## config.mk

```make
export PLATFORM = sky130hd
export DESIGN_NAME = dac_spi_driver
export DESIGN_NICKNAME = d
export VERILOG_FILES = /design/src/rtl/vector_pkg.sv /design/src/rtl/dac_spi_driver_spi_tx_shifter.sv /design/src/rtl/dac_spi_driver.sv
export SDC_FILE = /design/constraint.sdc
export NUM_CORES = 1
export LEC_CHECK = 0
export ABC_AREA = 1
export CAP_MARGIN = 20
export CORE_MARGIN = 2
export CORE_UTILIZATION = 55
export CTS_BUF_LIST = sky130_fd_sc_hd__clkbuf_16
export DETAILED_ROUTE_END_ITERATION = 12
export GPL_TIMING_DRIVEN = 0
export HOLD_SLACK_MARGIN = 0.05
export PLACE_DENSITY_LB_ADDON = 0.1
export REMOVE_ABC_BUFFERS = 1
export SYNTH_ARGS = -nofsm -noshare
export SYNTH_HDL_FRONTEND = slang
export SYNTH_SLANG_ARGS = --single-unit
```

## constraint.sdc

```tcl
create_clock -name clk -period 4.2 [get_ports clk]
set_input_delay 0.84 -clock clk [delete_from_list [all_inputs] [get_ports clk]]
set_output_delay 0.84 -clock clk [all_outputs]
set_load 0.05 [all_outputs]
```

## src/rtl/vector_pkg.sv

```systemverilog
// rtl/vector_pkg.sv - shared constants and types for the vector display DAC path
// Purpose: coordinate width, DAC frame constants and the DAC driver state type.
// Ports: none (package).
package vector_pkg;

   localparam int DAC_WIDTH = 8;
   localparam int DAC_BITS  = 12;

   // Command nibble tail: BUF=1, GA_n=1 (1x gain), SHDN_n=1 (output active)
   localparam logic [2:0] DAC_CFG_BITS = 3'b111;

   localparam logic DAC_CH_A = 1'b0;
   localparam logic DAC_CH_B = 1'b1;

   typedef enum logic [2:0] {
      IDLE,
      SHIFT,
      HOLD,
      GAP,
      LDAC,
      DONE
   } dac_state_t;

   // Upper four bits of a DAC frame for the given channel
   function automatic logic [3:0] dac_cmd(input logic ch);
      return {ch, DAC_CFG_BITS};
   endfunction

endpackage

```

## src/rtl/dac_spi_driver_spi_tx_shifter.sv

```systemverilog
// rtl/dac_spi_driver_spi_tx_shifter.sv - parallel-load MSB-first SPI transmit shift register
// Purpose: holds one SPI frame and presents its current bit on msb.
// Ports: clk, rst (sync, active-high), load/data (parallel load),
//        shift (advance one bit), msb (bit currently on the wire).
module spi_tx_shifter #(
   parameter int WIDTH = 16
) (
   input  logic             clk,
   input  logic             rst,
   input  logic             load,
   input  logic             shift,
   input  logic [WIDTH-1:0] data,
   output logic             msb
);

   logic [WIDTH-1:0] sr;

   always_ff @(posedge clk) begin
      if (rst) begin
         sr <= '0;
      end else if (load) begin
         sr <= data;
      end else if (shift) begin
         sr <= {sr[WIDTH-2:0], 1'b0};
      end
   end

   assign msb = sr[WIDTH-1];

endmodule

```

## src/rtl/dac_spi_driver.sv

```systemverilog
// rtl/dac_spi_driver.sv - writes X/Y coordinate pairs to a dual-channel 12-bit SPI DAC
// Purpose: accepts an (x_ch, y_ch) pair by valid/ready, sends channel A (X) then
//          channel B (Y) as 16-bit SPI mode-0 frames, then pulses LDAC so both
//          DAC outputs update together.
// Ports: clk, rst (sync, active-high); x_ch/y_ch/in_valid/in_ready (pair input);
//        dac_cs_n/dac_sck/dac_sdi/dac_ldac_n (DAC pins); done (pair latched pulse).
module dac_spi_driver #(
   parameter int OUT_WIDTH = vector_pkg::DAC_WIDTH,
   parameter int DAC_BITS  = vector_pkg::DAC_BITS,
   parameter int CLK_DIV   = 4
) (
   input  logic                 clk,
   input  logic                 rst,
   input  logic [OUT_WIDTH-1:0] x_ch,
   input  logic [OUT_WIDTH-1:0] y_ch,
   input  logic                 in_valid,
   output logic                 in_ready,
   output logic                 dac_cs_n,
   output logic                 dac_sck,
   output logic                 dac_sdi,
   output logic                 dac_ldac_n,
   output logic                 done
);

   import vector_pkg::*;

   localparam int FRAME_BITS = 4 + DAC_BITS;
   localparam int PW = (CLK_DIV > 1) ? $clog2(CLK_DIV) : 1;
   localparam int BW = $clog2(FRAME_BITS);
   localparam logic [PW-1:0] PHASE_LAST = PW'(CLK_DIV - 1);
   localparam logic [BW-1:0] BIT_FIRST  = BW'(FRAME_BITS - 1);

   if (OUT_WIDTH > DAC_BITS) begin : g_width_check
      $error("dac_spi_driver: OUT_WIDTH must not exceed DAC_BITS");
   end
   if (CLK_DIV < 1) begin : g_div_check
      $error("dac_spi_driver: CLK_DIV must be at least 1");
   end

   dac_state_t     state, state_d;
   logic [PW-1:0]  phase, phase_d;
   logic [BW-1:0]  bit_cnt, bit_cnt_d;
   logic           sck_high, sck_high_d;   // which half of the current bit
   logic           ch, ch_d;
   logic [OUT_WIDTH-1:0] y_q;

   logic           accept;
   logic           tick;
   logic           load;
   logic           shift;
   logic [OUT_WIDTH-1:0]  coord_sel;
   logic [DAC_BITS-1:0]   coord_just;
   logic [FRAME_BITS-1:0] frame;

   logic ready_d, cs_n_d, sck_d, ldac_n_d, done_d;

   // in_ready is only high in IDLE and DONE, so this is the accept condition
   assign accept = in_valid && in_ready;
   assign tick   = (phase == PHASE_LAST);

   // Frame A is loaded straight from x_ch on accept; frame B from the held Y at
   // the end of GAP, so the inputs are free to change after acceptance.
   assign coord_sel  = (state == GAP) ? y_q : x_ch;
   assign coord_just = DAC_BITS'(coord_sel) << (DAC_BITS - OUT_WIDTH);
   assign frame      = {dac_cmd((state == GAP) ? DAC_CH_B : DAC_CH_A), coord_just};

   always_comb begin
      state_d    = state;
      phase_d    = tick ? '0 : phase + PW'(1);
      bit_cnt_d  = bit_cnt;
      sck_high_d = sck_high;
      ch_d       = ch;
      load       = 1'b0;
      shift      = 1'b0;

      unique case (state)
         IDLE, DONE: begin
            phase_d = '0;
            if (accept) begin
               state_d    = SHIFT;
               bit_cnt_d  = BIT_FIRST;
               sck_high_d = 1'b0;
               ch_d       = DAC_CH_A;
               load       = 1'b1;
            end else begin
               state_d = IDLE;
            end
         end
         SHIFT: begin
            if (tick) begin
               if (!sck_high) begin
                  sck_high_d = 1'b1;
               end else if (bit_cnt == '0) begin
                  state_d    = HOLD;
                  sck_high_d = 1'b0;
               end else begin
                  // next bit appears at the start of its low phase
                  sck_high_d = 1'b0;
                  bit_cnt_d  = bit_cnt - BW'(1);
                  shift      = 1'b1;
               end
            end
         end
         HOLD: begin
            if (tick) state_d = GAP;
         end
         GAP: begin
            if (tick) begin
               if (ch == DAC_CH_A) begin
                  state_d    = SHIFT;
                  ch_d       = DAC_CH_B;
                  bit_cnt_d  = BIT_FIRST;
                  sck_high_d = 1'b0;
                  load       = 1'b1;
               end else begin
                  state_d = LDAC;
               end
            end
         end
         LDAC: begin
            if (tick) state_d = DONE;
         end
         default: state_d = IDLE;
      endcase

      // Pin values are decoded from the next state and registered below
      ready_d  = (state_d == IDLE) || (state_d == DONE);
      cs_n_d   = !((state_d == SHIFT) || (state_d == HOLD));
      sck_d    = (state_d == SHIFT) && sck_high_d;
      ldac_n_d = (state_d != LDAC);
      done_d   = (state_d == DONE);
   end

   always_ff @(posedge clk) begin
      if (rst) begin
         state      <= IDLE;
         phase      <= '0;
         bit_cnt    <= BIT_FIRST;
         sck_high   <= 1'b0;
         ch         <= DAC_CH_A;
         y_q        <= '0;
         in_ready   <= 1'b1;
         dac_cs_n   <= 1'b1;
         dac_sck    <= 1'b0;
         dac_ldac_n <= 1'b1;
         done       <= 1'b0;
      end else begin
         state      <= state_d;
         phase      <= phase_d;
         bit_cnt    <= bit_cnt_d;
         sck_high   <= sck_high_d;
         ch         <= ch_d;
         if (accept) y_q <= y_ch;
         in_ready   <= ready_d;
         dac_cs_n   <= cs_n_d;
         dac_sck    <= sck_d;
         dac_ldac_n <= ldac_n_d;
         done       <= done_d;
      end
   end

   spi_tx_shifter #(
      .WIDTH (FRAME_BITS)
   ) u_shifter (
      .clk   (clk),
      .rst   (rst),
      .load  (load),
      .shift (shift),
      .data  (frame),
      .msb   (dac_sdi)
   );

endmodule

```

### Word-level counts from Yosys, hierarchy flattened

Cells that the tools add are included.

| storage, ports and cells | value |
|---|---|
| RAM bits | 0 |
| bits in read-only memories | 0 |
| output and inout port bits | 6 |
| latch bits | 0 |
| register bits after elaboration | 36 |
| memories kept | 0 |
| input port bits | 19 |
| word-level logic and storage cells | 82 |

| operators by class | value |
|---|---|
| $lt $le $gt $ge | 0 |
| add/subtract/negate cells | 2 |
| multiply operators | 0 |
| eq/ne operators | 16 |
| divide/modulo/power cells | 0 |
| shift operators | 0 |
| bitwise gates (word level) | 0 |
| reduce and logical (&&, ||, !) cells | 15 |
| mux-type cells | 37 |

Operator list:

| cell | number |
|---|---|
| $mux W16 | 2 |
| $mux W4 | 6 |
| $mux W3 | 7 |
| $mux W1 | 16 |
| $pmux W3 S5 | 1 |
| $ne A2 B2 Y1 const B | 6 |
| $pmux W4 S3 | 1 |
| $eq A3 B2 Y1 const B | 3 |
| $eq A3 B3 Y1 const B | 3 |
| $mux W8 | 1 |
| $reduce_and A7 Y1 | 1 |
| $eq A3 B1 Y1 const B | 2 |
| $logic_not A3 Y1 | 2 |
| $logic_not A4 Y1 | 1 |
| $pmux W1 S2 | 2 |
| $reduce_bool A2 Y1 | 2 |
| $reduce_or A4 Y1 | 1 |
| $sub A4 B1 Y4 const B | 1 |
| $ne A3 B3 Y1 const B | 1 |
| $pmux W1 S3 | 1 |
| $reduce_and A3 Y1 | 1 |
| $reduce_bool A3 Y1 | 1 |
| $add A2 B1 Y2 const B | 1 |
| $eq A2 B2 Y1 const B | 1 |
| 4 further kinds | 6 |

### Longest topological paths before layout

Gate-level depths: netlist (run 1).

| depth | value |
|---|---|
| depth after elaboration | 8 |
| mapped depth | 11 |
| gate-level depth less buffers | 10 |

### Cells and area by module

A second synthesis (run 1) with hierarchy kept.

| second synthesis, totals | value |
|---|---|
| cell total of the unflattened synthesis | 305 |
| area, all modules | 2,001.9 µm² |

Modules (own cells, without submodules):

| module | cells an instance | area an instance (µm²) | times used |
|---|---|---|---|
| dac_spi_driver | 184 | 1,202.4 | 1 |
| spi_tx_shifter | 121 | 799.5 | 1 |

### Least setup slack after synthesis (run 1)

OpenSTA, ideal clock, no wires.

| path | value |
|---|---|
| kind | in2reg |
| from | in in_valid |
| to | reg u_shifter.sr[9] |
| stages on the path | 6 |
| required time | 4.084 ns |
| arrival time | 1.531 ns |
| library setup time | 0.116 ns |
| slack | 2.553 ns |
| cell sequence | nand2_1 > nor2_1 > nor2_4 > buf_6 > o21ai_0 > nor2_1 |

| between the ends | value |
|---|---|
| word-level cells in the longest chain between the ends | 4 |
| elaborated cells on any way between the ends | 5 |
| classes of those cells | mux (3); reduce/logical (2) |

Ends and longest elaborated chain:

| item | line | text |
|---|---|---|
| start, declared | dac_spi_driver.sv:16 | `input logic in_valid,` |
| $logic_and A1 B1 Y1 (*) | dac_spi_driver.sv:58 | `assign accept = in_valid && in_ready;` |
| $mux W1 (*) | dac_spi_driver.sv:79 | `if (accept) begin` |
| $pmux W1 S2 (*) | dac_spi_driver.sv:76 | `unique case (state)` |
| $mux W16 / $reduce_bool A2 Y1 (equally long branches) | -- |  |
| end signal, assigned | dac_spi_driver_spi_tx_shifter.sv:22 | `sr <= data;` |
| end signal, assigned | dac_spi_driver_spi_tx_shifter.sv:24 | `sr <= {sr[WIDTH-2:0], 1'b0};` |
| end, declared | dac_spi_driver_spi_tx_shifter.sv:16 | `logic [WIDTH-1:0] sr;` |

Every way passes the cells marked *; elsewhere a longest branch is shown, timed or not.
A chain may end at the register's enable or synchronous reset.

### Final worst setup path (run 1)

| path | value |
|---|---|
| from | in in_valid |
| to | reg bit_cnt[3] |

| between the ends | value |
|---|---|
| word-level cells in the longest chain between the ends | 3 |

Ends and longest elaborated chain:

| item | line | text |
|---|---|---|
| $logic_and A1 B1 Y1 | dac_spi_driver.sv:58 |  |
| $ne A2 B2 Y1 (no source line) | -- |  |
| $reduce_and A7 Y1 (no source line) | -- |  |
| end signal, assigned | dac_spi_driver.sv:150 | `bit_cnt <= bit_cnt_d;` |
| end, declared | dac_spi_driver.sv:42 | `logic [BW-1:0] bit_cnt, bit_cnt_d;` |

No other way between the ends.

==> metrics.cfg, run 1 <==
[route]
drt_iter0_markers=104
viasPerCell=4.89
dr_wl_met2_mm=1.60
drt-total-wl_mm=3.55
wl_per_cell_um=10.8
ant_nets=0
num_vias=1614
maxUsedRoutingLayer=met4
route.detailed.drc=0
dr_wl_met3_um=169
wl_met1_mm=1.72
firstDrtPassIters=4

[yosys]
synth.avg_cell_area_um2=6.75
seq_area_frac_synth_pct=40.3
synth_compound_area_share_pct=11.6
yosys_register_bits=36
synth_top_family_by_area=simple AND/OR/NAND/NOR gates
ys_top_cells_by_area=dfxtp_1 (40%), nand2_1 (13%), nor2_1 (9.7%), nand3_1 (6.4%), inv_1 (6.3%)
postSynthCellCount=265
synth_top_cell_by_area=dfxtp_1
yosys_warnings=0
synth.area.mux_share_pct=0
synth-xor-area-share_pct=0.979
yosys.area_share.simple_pct=34.9
syn_area_mm2=0.00179
yosysUniqueCellTypes=24
synth_fa_ha_area_share_pct=1.40
yosysTopAreaCellShare_pct=40.3

[worst_setup_path]
reg2reg_slack_ns=2.32
worst_setup_path_end_kind=register
cpLargestDelayFamily=simple AND/OR/NAND/NOR gates
critPathLaunchType=primary input
cp_data_arrival_time_ns=2.59
crit_buf_inv=1
critPathSlowestCell=nor2_4
crit_path_frequent_cell=nand2_1
r2r_start=state[2]$_SDFF_PP0_
path_max_fanout=24
worstSetupPathType=primary input to register
slowest_delay_ns=0.43
r2r_cells=9
cp_cell_sequence=clkdlybuf4s50_1 > nand2_1 > nor2_1 > nor2_4 > nand2_1 > nand2_1 > nand3_1
worstReg2RegEnd=bit_cnt[3]$_SDFFE_PP1P_
crit_required_ns=4.33

[power]
p_comb_share_pct=15.9
p_per_area_mw_per_mm2=402
ir_drop_mv=0.356
p_clk_share_pct=39.5
p_int_mw=0.637
swShare_pct=26.3
seqPwrFrac_pct=44.6
p_sw_mw=0.227
p_leak_nw=0.979

[timing]
tns_ns=0
worstMarginPinSlew_ns=0.550
maxSlewViolCount=0
setup_violations=0
hold_ws_ns=0.429
skew_ns=0.00752
max_freq_mhz=407
rsz0062_at_grt=no
relSlewSlack_pct=63.3
fin_crit_ns=2.46
hold_viol=0
timing.final.crit_share_pct=58.5

[clock_tree]
htree_levels=2
clkTransAtPathRegs_ns=0.05
cts_made_buffers=5
cts_max_path_buffers=2
cts-resized-gates=0
clock_sinks=36
cts_tree=yes
clockRootBuffer=clkbuf_16
cts_setup_buffers=0
ctsHoldBuffers=0
clk_latency_ns=0.28

[die]
fp.dieW_um=61.0
dieArea_mm2=0.00373
ios=25
initial_core_util_pct=58.1
coreArea_mm2=0.00308
die_h_um=61.0
core.rowCount=20

[hold_path]
min_from=phase[0]$_SDFF_PP0_
min_to=phase[0]$_SDFF_PP0_
hold_depth=1
hp-class=register to register

[cells_and_area]
nets=307
layout_commonest_cell=nand2_1
final_cell_area_mm2=0.00215
layout_common_cells=nand2_1 (62), nor2_1 (46), dfxtp_1 (36)
antennaDiodeCount=0
area_growth_pct=20.0
drive_above_1_share_pct=5.59

[flow_run]
drv_cap=0

[global_routing]
overflow=0
grt_start_max_net_pins=27
antenna_found_initial=0
grt.total_usage_pct=22.5
grt_pass1_vias=1419
grt_first_pass_wirelength_mm=6.10

[status]
status=complete, no violations

[placement]
finalWeightedCongestion=0.848
dpl_cell_area_mm2=0.00201
place_hpwl_mm=2.48
port_buffers=24

[sequential cells by signal, indices dropped and copies added, names as in the netlist]
register      count
dac_ldac_n        1
y_q               8
done              1
phase             2
sck_high          1
bit_cnt           4
ch                1
dac_sck           1
state             3
dac_cs_n          1
in_ready          1
u_shifter.sr     12
[through the flow]
stage,std cells,power (mW),setup WS (ns),utilization [%]
CTS,330,0.865,1.75,69.8
global placement,323,0.526,1.49,65.4
finish,330,0.864,1.74,69.8
global route,330,0.908,1.54,69.8
detailed placement,323,0.529,1.47,65.4
floorplan,255,0.484,2.25,-
[synthesized netlist by cell type]
cell type / count
o21bai_1: 1
dfxtp_1: 36
nand2_1: 62
xnor2_1: 2
nand2_4: 2
o21ai_0: 15
nor2_1: 46
ha_1: 2
a211oi_1: 1
inv_1: 30
clkbuf_1: 4
a31oi_1: 2
nor2_2: 3
buf_2: 2
nor3_1: 2
nand3_4: 1
nor2_4: 2
inv_2: 3
o21ai_1: 9
nand4_1: 2
nand3_1: 23
a21oi_1: 9
buf_6: 4
o211ai_1: 2
[worst max-delay path by stage]
| stage | startpoint | end | slack (ns) | depth (start not counted) |
|---|---|---|---|---|
| finish | in_valid | bit_cnt[3]$_SDFFE_PP1P_ | 1.74 | 7 |
| global route | in_valid | bit_cnt[3]$_SDFFE_PP1P_ | 1.54 | 7 |
| CTS | in_valid | bit_cnt[3]$_SDFFE_PP1P_ | 1.75 | 7 |
| detailed placement | in_valid | bit_cnt[3]$_SDFFE_PP1P_ | 1.47 | 7 |
| global placement | in_valid | bit_cnt[3]$_SDFFE_PP1P_ | 1.49 | 7 |
| floorplan | in_valid | bit_cnt[3]$_SDFFE_PP1P_ | 2.25 | 6 |
[layout make-up]
class | count | area [um2]
well taps | 44 | 55.1
repair buffers | 24 | 240
multi-input cells | 186 | 875
clock buffers | 5 | 125
inverters | 33 | 124
fillers | 295 | 931
flip-flops and latches | 36 | 721
clock inverters | 2 | 7.51
[layer usage]
metal | vias to the layer above | global-route usage [%]
li1 | 875 | -
met4 | 0 | 11.8
met1 | 689 | 30.0
met3 | 6 | 5.04
met5 | - | 0
met2 | 44 | 34.0
[power groups by stage]
stage / clock network [mW] / registers, mW / logic, mW
floorplan: 0 / 0.400 / 0.0838
global placement: 0 / 0.392 / 0.134
detailed placement: 0 / 0.393 / 0.137
CTS: 0.342 / 0.385 / 0.138
global route: 0.360 / 0.389 / 0.160
finish: 0.341 / 0.386 / 0.137
[kinds of logic (layout without fill, tap and decap cells)]
group           count (synthesis)  in the layout
flops                          36             36
compound gates                 39             39
simple gates                  143            143
fa+ha+maj                       2              2
xor+xnor                        2              2
buf+inv                        43             64
Power figures use the tool's default switching activity.
==> inputs of run 2 (changes only) <==
- CORE_UTILIZATION: 55 -> 48
- clock period: 4.2 -> 2 ns (I/O delays scaled with it)
==> run 2 against run 1 <==
- clock power up 110%
- power grew 110%
- setup slack worse by 1.6 ns
- critical path depth fell by 6
- clock-buffer cell count unchanged
- largest cell class unchanged
==> metrics.cfg, run 2 (synthesis results as in run 1) <==
[die]
ios=25  ; unchanged
dieArea_mm2=0.00423  ; +14%
initial_core_util_pct=49.2  ; -8.9 points
fp.dieW_um=65.1  ; +6.6%
coreArea_mm2=0.00363  ; +18%
die_h_um=65.1  ; +6.6%
core.rowCount=22  ; +10%

[placement]
port_buffers=24  ; unchanged
place_inst=327  ; +1.2%
place_hpwl_mm=2.51  ; +1.1%
finalWeightedCongestion=0.844  ; -0.53%
preCtsSetupSlack_ns=-0.307  ; -1.77 ns

[clock_tree]
ctsHoldBuffers=0  ; unchanged
clk_latency_ns=0.27  ; about the same
htree_levels=2  ; unchanged
cts_setup_buffers=0  ; unchanged
clkTransAtPathRegs_ns=0.05  ; about the same
clock_sinks=36  ; unchanged
cts_made_buffers=5  ; unchanged
cts_tree=yes
cts_max_path_buffers=2  ; unchanged
clockRootBuffer=clkbuf_16

[timing]
relSlewSlack_pct=62.0  ; -1.3 points
timing.final.crit_share_pct=91.4
hold_viol=0  ; unchanged
setup_violations=0  ; unchanged
worstMarginPinSlew_ns=0.569  ; +0.0189 ns
max_freq_mhz=547
maxSlewViolCount=0  ; unchanged
hold_ws_ns=0.420  ; -0.00899 ns
rsz0062_at_grt=no
fin_crit_ns=1.83
skew_ns=0.00314  ; -0.00438 ns
fin_ws_ns=0.172  ; -1.57 ns

[worst_setup_path]
r2r_cells=10  ; +1
path_max_fanout=2  ; -92%
worstReg2RegEnd=dac_cs_n$_SDFF_PP1_
crit_buf_inv=1  ; unchanged
r2r_start=phase[0]$_SDFF_PP0_
worst_setup_path_end_kind=primary output
cp_data_arrival_time_ns=1.43  ; -1.16 ns
cp_cell_sequence=clkdlybuf4s50_1
reg2reg_slack_ns=0.34  ; -1.98 ns
worstSetupPathType=register to primary output
slowest_delay_ns=0.82  ; +0.39 ns
crit_start=in_ready$_SDFF_PP1_
crit_required_ns=1.60  ; -2.73 ns
critPathLaunchType=register
cpLargestDelayFamily=buffers and inverters
critPathSlowestCell=clkdlybuf4s50_1

[route]
firstDrtPassIters=4  ; unchanged
drt-total-wl_mm=3.59  ; +1.2%
route.detailed.drc=0  ; unchanged
viasPerCell=4.92  ; +0.52%
num_vias=1647  ; +2.0%
ant_nets=0  ; unchanged
drt_iter0_markers=99  ; -4.8%
wl_per_cell_um=10.7  ; -0.27%

[cells_and_area]
area_growth_pct=20.8
largest_reg_flops=12  ; unchanged
drive_above_1_share_pct=6.27  ; +0.68 points
antennaDiodeCount=0  ; unchanged
nets=308  ; +0.33%
layout_commonest_cell=nand2_1
nFillCells=385  ; +31%
utilization_pct=59.5  ; -10 points
regMostFlops=u_shifter.sr
top_regs=u_shifter.sr x12, y_q x8, bit_cnt x4
fin_cells=335  ; +1.5%
layout_common_cells=nand2_1 (61), nor2_1 (46), dfxtp_1 (36)

[hold_path]
hp-class=register to register
min_to=phase[0]$_SDFF_PP0_
min_from=phase[0]$_SDFF_PP0_
hold_depth=1  ; unchanged

[power]
p_leak_nw=0.981  ; +0.14%
p_per_area_mw_per_mm2=837  ; +110%
fin_total_pwr_mw=1.81  ; +110%
ir_drop_mv=0.432  ; +21%

[global_routing]
grt_pass1_vias=1485  ; +4.7%
grt.total_usage_pct=19.6  ; -2.9 points
grt_first_pass_wirelength_mm=6.38  ; +4.5%
grt_start_max_net_pins=27  ; unchanged
antenna_found_initial=0  ; unchanged
overflow=0  ; unchanged

[flow_run]
drv_cap=0  ; unchanged

[status]
status=complete, no violations

==> run 2: report_power, final <==
part	leakage, nW	switching (mW)	internal (mW)	total, mW
clock	0.0648	0.261	0.445	0.706
sequential	0.296	0.0325	0.777	0.810
combinational	0.620	0.175	0.118	0.293
total	0.981	0.469	1.34	1.81
==> run 2: area by class of cell <==
| cell class | count | area, um2 | share of cell area, % |
|---|---|---|---|
| clock buffers | 5 | 125 | 5.79 |
| flip-flops and latches | 36 | 721 | 33.4 |
| clock inverters | 2 | 7.51 | 0.347 |
| inverters | 33 | 124 | 5.73 |
| repair buffers | 24 | 240 | 11.1 |
| multi-input cells | 187 | 883 | 40.9 |
| well taps | 48 | 60.1 | 2.78 |
==> run 2: what timing repair did <==
item | in CTS | in global routing
pin swaps | 1 | 0
setup endpoints to repair | 1 | 12
gates resized for setup | 0 | 1
gates cloned | 1 | 0
==> run 2: worst max-delay path by stage <==
| stage | to | slack [ns] | cells after the start |
|---|---|---|---|
| 5_1_grt | y_q[1]$_SDFFE_PP0P_ | 0.06 | 4 |
| 2_1_floorplan | bit_cnt[3]$_SDFFE_PP1P_ | 0.34 | 6 |
| 3_5_place_dp | bit_cnt[3]$_SDFFE_PP1P_ | -0.31 | 7 |
| 6_report | in_ready | 0.17 | 1 |
| 4_1_cts | bit_cnt[3]$_SDFFE_PP1P_ | 0.12 | 7 |
| 3_3_place_gp | bit_cnt[3]$_SDFFE_PP1P_ | -0.31 | 7 |
==> run 2: per-stage QoR <==
step	setup TNS [ns]	cell area, um2
2_1_floorplan	0	1720
3_3_place_gp	-2.55	2020
3_5_place_dp	-2.69	2020
4_1_cts	0	2160
5_1_grt	0	2160
6_report	0	2160
==> run 2: metal layers <==
layer	part of all wire (%)	track usage, %	wire (um)	vias up
met5	0	0	0	-
met4	1.9	6.51	68	0
met3	3.3	4.69	118	8
met2	45	31.8	1630	26
met1	49	25.5	1780	729
li1	-	-	-	884
==> inputs of run 3 (changes only) <==
- CELL_PAD_IN_SITES_DETAIL_PLACEMENT: not set -> 1
- CELL_PAD_IN_SITES_GLOBAL_PLACEMENT: not set -> 2
- CORE_MARGIN: 2 -> not set
- CORE_UTILIZATION: 48 -> 26
==> run 3 against run 2 <==
- sequential share of layout area shrank 0.72 points
- combinational power grew 4%
- clock skew barely moved
- non-clock buffer count stayed put
- global-route usage shrank 4.4 points
- setup slack lost 0.014 ns
- first-iteration DRC count decreased by 26%
- worst hold slack improved by 0.0090 ns
- power grew 2.3%
- critical path type is now primary input to register
- largest cell class unchanged
- highest routed layer unchanged
==> metrics.cfg, run 3 (synthesis results as in run 1) <==
[worst_setup_path]
critPathLaunchType=primary input
worst_setup_path_end_kind=register
reg2reg_slack_ns=0.22  ; -0.12 ns
cp_cell_sequence=clkdlybuf4s50_1 > nand2_2 > nor2_1 > nor2_2 > nand3_1 > nand3_1
r2r_start=phase[0]$_SDFF_PP0_
worstSetupPathType=primary input to register
slowest_delay_ns=0.51  ; -0.31 ns
crit_required_ns=2.21  ; +0.61 ns
crit_path_frequent_cell=nand3_1
critPathSlowestCell=nor2_2
worstReg2RegEnd=dac_cs_n$_SDFF_PP1_
path_max_fanout=16  ; +14
r2r_cells=10  ; unchanged
cp_data_arrival_time_ns=2.05  ; +0.62 ns

[cells_and_area]
nets=309  ; +0.32%
layout_common_cells=nand2_1 (61), nor2_1 (46), dfxtp_1 (36)
top_regs=u_shifter.sr x12, y_q x8, bit_cnt x4
utilization_pct=34.0  ; -25 points
largest_reg_flops=12  ; unchanged
regMostFlops=u_shifter.sr
nFillCells=829  ; +120%
layout_commonest_cell=nand2_1
ff_latch_area_um2=721  ; unchanged
fin_cells=366  ; +9.3%
drive_above_1_share_pct=6.92  ; +0.65 points
antennaDiodeCount=0  ; unchanged
area_growth_pct=23.4
multi_input_area_um2=883  ; unchanged

[clock_tree]
clk_latency_ns=0.28  ; about the same
ctsHoldBuffers=0  ; unchanged
cts_max_path_buffers=2  ; unchanged
cts_tree=yes
clock_sinks=36  ; unchanged
cts_made_buffers=5  ; unchanged
cts_setup_buffers=0  ; unchanged
clkTransAtPathRegs_ns=0.05  ; about the same
clockRootBuffer=clkbuf_16
htree_levels=2  ; unchanged

[route]
drt_iter0_markers=73  ; -26%
drt-total-wl_mm=4.82  ; +34%
num_vias=1653  ; +0.36%
wl_per_cell_um=13.2  ; +23%
viasPerCell=4.52  ; -8.1%
firstDrtPassIters=4  ; unchanged
route.detailed.drc=0  ; unchanged
ant_nets=0  ; unchanged

[timing]
skew_ns=0.00328  ; +0.000136 ns
hold_viol=0  ; unchanged
maxSlewViolCount=0  ; unchanged
max_freq_mhz=543  ; -0.76%
relSlewSlack_pct=57.3  ; -4.7 points
worstMarginPinSlew_ns=0.640  ; +0.0711 ns
fin_crit_ns=1.84  ; +0.0140 ns
setup_violations=0  ; unchanged
rsz0062_at_grt=no
timing.final.crit_share_pct=92.1  ; +0.70 points

[global_routing]
grt_first_pass_wirelength_mm=8.36  ; +31%
grt.total_usage_pct=15.2  ; -4.4 points
antenna_found_initial=0  ; unchanged
grt_start_max_net_pins=27  ; unchanged
grt_pass1_vias=1674  ; +13%
overflow=0  ; unchanged

[placement]
finalWeightedCongestion=0.788  ; -6.6%
port_buffers=24  ; unchanged
place_inst=356  ; +8.9%
place_hpwl_mm=3.29  ; +31%

[die]
coreArea_mm2=0.00649  ; +79%
dieArea_mm2=0.00722  ; +71%
ios=25  ; unchanged
fp.dieW_um=85.0  ; +31%
initial_core_util_pct=27.5  ; -22 points
core.rowCount=29  ; +32%
die_h_um=85.0  ; +31%

[hold_path]
min_from=phase[0]$_SDFF_PP0_
hold_depth=1  ; unchanged
min_to=phase[0]$_SDFF_PP0_
hp-class=register to register

[power]
ir_drop_mv=0.291  ; -33%
p_leak_nw=0.986  ; +0.59%
p_per_area_mw_per_mm2=838  ; about the same

[status]
status=complete, no violations

[flow_run]
drv_cap=0  ; unchanged

==> run 3: changes by cell type in the layout (fill, tap and decap cells not counted) <==
cell             before  now
inv_1                30   31
dlygate4sd2_1         0    1
clkinvlp_4            0    1
clkdlybuf4s50_1      24   23
clkinv_1              2    1
clkinvlp_2            0    1
==> run 3: report_power, final <==
group / total [mW] / switching, mW / internal (mW)
logic: 0.305 / 0.189 / 0.117
registers: 0.809 / 0.0325 / 0.777
clock network: 0.735 / 0.287 / 0.448
==> run 3: critical path: cells and delay by family <==
kind	cells	cell delay, ns
and+or+nand+nor	5	1.22
buffers and inverters	1	0.41
==> run 3: area by class of cell <==
class	instances	share of cell area (%)
inverters	33	5.78
clock buffers	5	5.67
multi-input cells	187	40.0
flip-flops and latches	36	32.6
repair buffers	24	10.8
repair inverters	1	0.227
well taps	77	4.36
clock inverters	3	0.510
==> run 3: worst max path at each step <==
| stage | from | end | slack, ns | cells after the start |
|---|---|---|---|---|
| detailed placement | in_valid | bit_cnt[3]$_SDFFE_PP1P_ | -0.54 | 7 |
| CTS | in_valid | bit_cnt[2]$_SDFFE_PP1P_ | 0.14 | 6 |
| floorplan | in_ready$_SDFF_PP1_ | bit_cnt[3]$_SDFFE_PP1P_ | 0.34 | 6 |
| global placement | in_valid | bit_cnt[3]$_SDFFE_PP1P_ | -0.53 | 7 |
| finish | in_valid | bit_cnt[2]$_SDFFE_PP1P_ | 0.16 | 6 |
| global route | in_valid | u_shifter.sr[9]$_SDFFE_PP0P_ | 0.003 | 6 |
==> run 3: metrics by stage <==
stage | setup slack (ns) | hold WS, ns | cell area, um2 | setup TNS, ns | power [mW]
after floorplan | 0.338 | 0.398 | 1720 | 0 | 1.02
after global placement | -0.533 | 0.407 | 2060 | -8.62 | 1.12
after detailed placement | -0.537 | 0.416 | 2060 | -8.69 | 1.13
after CTS | 0.137 | 0.425 | 2210 | 0 | 1.88
after global routing | 0.00260 | 0.462 | 2210 | 0 | 1.97
final | 0.158 | 0.429 | 2210 | 0 | 1.85
==> run 3: per-layer routing <==
layer | track usage (%) | routed length, um | up-vias
met5 | 0 | 0 | -
met4 | 7.24 | 168 | 0
met3 | 3.31 | 107 | 11
met2 | 22.5 | 2060 | 16
met1 | 20.8 | 2480 | 745
li1 | - | - | 881
==> run 3: timing repair <==
action                     in CTS  in global routing
pin swaps                       1                  1
gates resized for setup         3                  0
setup endpoints to repair      13                  3
hold endpoints to repair        0                  0
cloned                          2                  0
